### src/rtl/ascon_perm_ctrl.sv
// Round sequencer for the Ascon permutation: counts round indices for p^a / p^b
// and drives the state-register load enable and input mux select.
module ascon_perm_ctrl #(
    parameter int unsigned ROUNDS_A = 12,
    parameter int unsigned ROUNDS_B = 6
) (
    input  logic       clock_i,
    input  logic       resetb_i,
    input  logic       start_i,
    input  logic       rounds_sel_i,
    output logic [3:0] round_o,
    output logic       data_sel_o,
    output logic       en_reg_state_o,
    output logic       busy_o,
    output logic       done_o
);

    localparam int unsigned CW = 4;
    localparam logic [CW-1:0] TOTAL_ROUNDS = CW'(12);
    localparam logic [CW-1:0] LAST_ROUND   = CW'(11);
    localparam logic [CW-1:0] N_A          = CW'(ROUNDS_A);
    localparam logic [CW-1:0] N_B          = CW'(ROUNDS_B);

    if (ROUNDS_A == 0 || ROUNDS_A > 12 || ROUNDS_B == 0 || ROUNDS_B > 12) begin : g_bad_rounds
        $fatal(1, "ascon_perm_ctrl: ROUNDS_A/ROUNDS_B must be in 1..12");
    end

    typedef enum logic [1:0] {
        IDLE  = 2'd0,
        FIRST = 2'd1,
        ROUND = 2'd2,
        DONE  = 2'd3
    } state_e;

    state_e        state_q, state_d;
    logic [CW-1:0] cnt_q, cnt_d;
    logic [CW-1:0] n_q, n_d;
    logic          armed_q, armed_d;
    logic [CW-1:0] round_q, round_d;
    logic          data_sel_q, data_sel_d;
    logic          en_q, en_d;
    logic          busy_q, busy_d;
    logic          done_q, done_d;

    // armed_q blocks a start on the first edge after reset release
    always_ff @(posedge clock_i or negedge resetb_i) begin
        if (!resetb_i) begin
            state_q    <= IDLE;
            cnt_q      <= '0;
            n_q        <= N_A;
            armed_q    <= 1'b0;
            round_q    <= '0;
            data_sel_q <= 1'b0;
            en_q       <= 1'b0;
            busy_q     <= 1'b0;
            done_q     <= 1'b0;
        end else begin
            state_q    <= state_d;
            cnt_q      <= cnt_d;
            n_q        <= n_d;
            armed_q    <= armed_d;
            round_q    <= round_d;
            data_sel_q <= data_sel_d;
            en_q       <= en_d;
            busy_q     <= busy_d;
            done_q     <= done_d;
        end
    end

    always_comb begin
        state_d    = state_q;
        cnt_d      = cnt_q;
        n_d        = n_q;
        armed_d    = 1'b1;
        round_d    = '0;
        data_sel_d = 1'b0;
        en_d       = 1'b0;
        busy_d     = 1'b0;
        done_d     = 1'b0;

        unique case (state_q)
            IDLE: begin
                if (start_i && armed_q) begin
                    n_d     = rounds_sel_i ? N_B : N_A;
                    cnt_d   = TOTAL_ROUNDS - n_d;
                    state_d = FIRST;
                end
            end
            FIRST: begin
                if (n_q == CW'(1)) begin
                    state_d = DONE;
                end else begin
                    state_d = ROUND;
                    cnt_d   = cnt_q + CW'(1);
                end
            end
            ROUND: begin
                if (cnt_q == LAST_ROUND) begin
                    state_d = DONE;
                end else begin
                    cnt_d = cnt_q + CW'(1);
                end
            end
            DONE: begin
                state_d = IDLE;
                cnt_d   = '0;
            end
            default: begin
                state_d = IDLE;
                cnt_d   = '0;
            end
        endcase

        // Outputs are decoded from the next state so they leave the flops aligned with it
        unique case (state_d)
            FIRST: begin
                round_d = cnt_d;
                en_d    = 1'b1;
                busy_d  = 1'b1;
            end
            ROUND: begin
                round_d    = cnt_d;
                data_sel_d = 1'b1;
                en_d       = 1'b1;
                busy_d     = 1'b1;
            end
            DONE: begin
                data_sel_d = 1'b1;
                done_d     = 1'b1;
            end
            default: begin
                round_d = '0;
            end
        endcase
    end

    assign round_o        = round_q;
    assign data_sel_o     = data_sel_q;
    assign en_reg_state_o = en_q;
    assign busy_o         = busy_q;
    assign done_o         = done_q;

endmodule

### config.mk
export PLATFORM = sky130hd
export DESIGN_NAME = ascon_perm_ctrl
export DESIGN_NICKNAME = d
export VERILOG_FILES = /design/src/rtl/ascon_perm_ctrl.sv
export SDC_FILE = /design/constraint.sdc
export NUM_CORES = 1
export LEC_CHECK = 0
export CAP_MARGIN = 20
export CORE_MARGIN = 3
export CORE_UTILIZATION = 38
export DETAILED_ROUTE_END_ITERATION = 16
export MAX_ROUTING_LAYER = met4
export PLACE_DENSITY = 0.58
export SKIP_LAST_GASP = 1
export SYNTH_ARGS = -nofsm -noshare
export SYNTH_HDL_FRONTEND = slang
export SYNTH_SLANG_ARGS = --single-unit
### constraint.sdc
create_clock -name clock_i -period 2.9 [get_ports clock_i]
set_input_delay 0.87 -clock clock_i [delete_from_list [all_inputs] [get_ports clock_i]]
set_output_delay 0.87 -clock clock_i [all_outputs]
set_load 0.01 [all_outputs]
==> qor.csv <==
stage,metric,value,unit
final_layout,area grow syn2layout,22.5,%
final_layout,Fill cells,158,
setup_path,Crit-path slowest cell,clkdlybuf4s50_1,
grt,via count of the first global-routing pass,452,
place,DP HPWL,854,um
detailed_routing,wire length on met2,529,um
timing,RSZ-0062 raised after global routing,no,
detailed_routing,ANT nets after route,0,
grt,antenna violations before repair,0,
synthesis,commonest cells in the netlist,"dfrtp_1, ha_1, inv_1",
clock_network,clk buf depth,2,
synthesis,synth warn,0,
timing,worst slew pin tran,0.578,ns
final_layout,Antenna Diode Count,0,
die,io pins,12,
run,max_cap viols,0,
hold_path,Hold Crit Class,register to register,
setup_path,"slowest stage delay, CP",0.44,ns
die,core area,1560,sq um
clock_network,CTS root buf,clkbuf_4,
setup_path,CP Data Required Time,3.07,ns
timing,Fin Setup TNS,0,ns
synthesis,Yosys top cell area share,50.5,%
timing,Final Skew,0.00331,ns
synthesis,cell taking the most area after synthesis,dfrtp_1,
setup_path,CP max FO,4,
clock_network,PostCTS Resize Cnt,0,
setup_path,worst setup path startpoint,start_i,
die,die width,47.2,um
clock_network,setup bufs post-CTS,0,
detailed_routing,M1 WL,567,um
synthesis,register area share after synthesis,50.5,%
timing,Final Hold Viols,0,
clock_network,CTS tree,done,
detailed_routing,Residual DRC,0,
synthesis,ys async rst share,100,%
power_and_ir_drop,Pleak,0.387,nW
clock_network,worst-skew pair later-pin latency,0.27,ns
status,outcome,"complete, no violations",
setup_path,worst-path cell chain,clkdlybuf4s50_1 -> nand3_1 -> o21ai_0 -> o22a_1 -> ha_1 -> inv_1 -> nor4_1,
die,die area,2230,sq um
hold_path,Hold Path Origin,state_q[0]$_DFF_PN0_,
synthesis,post-synthesis average cell area,10.9,sq um
detailed_routing,wire length on met3,43,um
timing,Final setup viols,0,
timing,Max-slew headroom,61.4,%
synthesis,Yosys cell types,29,
die,Rows,14,
place,Final Wtd Congestion,0.761,
setup_path,Worst EP arrival,2.43,ns
synthesis,ys flop type,dfrtp_1,
clock_network,H-tree lvl count,1,
detailed_routing,DR vias/cell,5.27,
grt,GR Util All Layers,13.6,%
grt,GRT overflow,0,
power_and_ir_drop,Tot Pwr,0.830,mW
clock_network,Num CTS Buffers,3,
die,overall die height,47.2,um
place,input/output buffers,11,
timing,Period minus WS final,2.26,ns
detailed_routing,Avg WL per Cell,13.1,um
detailed_routing,top routing layer used,met4,
timing,final worst-path cycle share,77.8,%
synthesis,#FFs+latches synth,13,
die,initial core utilization,41.3,%
power_and_ir_drop,Power Density,1050,nW/um^2
clock_network,CTS clock-pin slew for the worst setup and hold paths,0.07,ns
detailed_routing,Routed WL,1160,um
timing,final-report max-slew violation count,0,
synthesis,post-synth net total,68,
setup_path,CP endpoint kind,register,
setup_path,reg-to-reg startpoint,data_sel_o$_DFF_PN0_,
detailed_routing,DRT Pass-1 Iters,4,
setup_path,kind of critical path,primary input to register,
clock_network,# hold bufs at CTS,0,
final_layout,share of layout cells above drive strength 1,5.56,%
synthesis,Synth Cell Area,644,sq um
synthesis,number of synthesized flops with an enable pin,0,
grt,first-pass GRT wire length,1950,um
power_and_ir_drop,maximum VDD drop,0.000678,V
clock_network,clk sinks,13,
synthesis,most frequent cell after synthesis,dfrtp_1,
grt,largest net degree at the start of global routing,14,
detailed_routing,DR vias,464,
final_layout,final net count,82,
detailed_routing,drt initial violations,8,
timing,Peak Freq,443,MHz
synthesis,"top cells by area, synth","dfrtp_1, ha_1, nand3_1, nand3b_4, a31oi_1",
setup_path,crit path launch type,primary input,
synthesis,Syn Inst Count,59,
worst paths after layout:
kind / to / slack [ns] / cells past startpoint
min reg2reg: state_q[0]$_DFF_PN0_ / 0.57 / 1
max reg2reg: round_o[2]$_DFF_PN0_ / 0.88 / 7
max: round_o[2]$_DFF_PN0_ / 0.64 / 7
min in group asynchronous: cnt_q[2]$_DFF_PN0_ / 0.96 / 1
max in group asynchronous: state_q[0]$_DFF_PN0_ / 1.56 / 1
min: state_q[0]$_DFF_PN0_ / 0.57 / 1
final cells by class:
cell class	count	area, sq um	area share (%)
flip-flops and latches	13	325	41.2
multi-input cells	39	289	36.6
repair buffers	11	110	13.9
clock buffers	4	26.3	3.33
well taps	16	20.0	2.54
inverters	5	18.8	2.38
metrics by stage:
step	util, %	worst slack [ns]	cells	hold WS [ns]	cell area (sq um)
2_1_floorplan	-	0.982	59	0.517	644
3_3_place_gp	49.0	0.367	84	0.551	763
3_5_place_dp	49.0	0.360	84	0.560	763
4_1_cts	50.6	0.645	88	0.576	790
5_1_grt	50.6	0.543	88	0.603	790
6_report	50.6	0.644	88	0.569	790
layer usage:
layer | up-vias | track usage (%)
met5 | - | -
met4 | 0 | 9.94
met3 | 2 | 4.60
met2 | 8 | 19.8
met1 | 214 | 15.3
li1 | 240 | -
worst max-delay path: cells and delay by family:
family | cells | cell delay (ns)
buffers and inverters | 2 | 0.54
and+or+nand+nor | 2 | 0.39
AOI/OAI and AO/OA | 2 | 0.30
adders and majority gates | 1 | 0.33
sequential cells by signal, indices dropped and copies added, names as in the netlist:
register    count
cnt_q           4
round_o         4
armed_q         1
busy_o          1
data_sel_o      1
done_o          1
state_q         1
power breakdown:
group	switching (mW)	internal, mW	leakage (nW)
Clock	0.0567	0.0533	0.0150
Sequential	0.0556	0.248	0.168
Combinational	0.217	0.200	0.204
layout by cell type, fill, tap and decap left out, types with 2 or more instances in the layout:
master / Yosys / final
ha_1: 5 / 5
nand3_1: 4 / 4
clkdlybuf4s50_1: 0 / 11
o21ai_0: 2 / 2
inv_1: 5 / 5
dfrtp_1: 13 / 13
clkbuf_4: 0 / 3
nand2b_1: 2 / 2
a211oi_1: 2 / 2
nand2_1: 3 / 3
a31oi_1: 3 / 3
kinds of logic (layout without fill, tap and decap cells):
family / Yosys count / in the layout / synth area share (%)
xor+xnor: 1 / 1 / 1.36
fa+ha+maj: 5 / 5 / 9.71
buf+inv: 7 / 20 / 4.66
simple gates: 16 / 16 / 15.3
other cells: 1 / 1 / 0.582
compound gates: 16 / 16 / 17.9
flops: 13 / 13 / 50.5
Note: power is estimated with default switching activity, not from simulation.
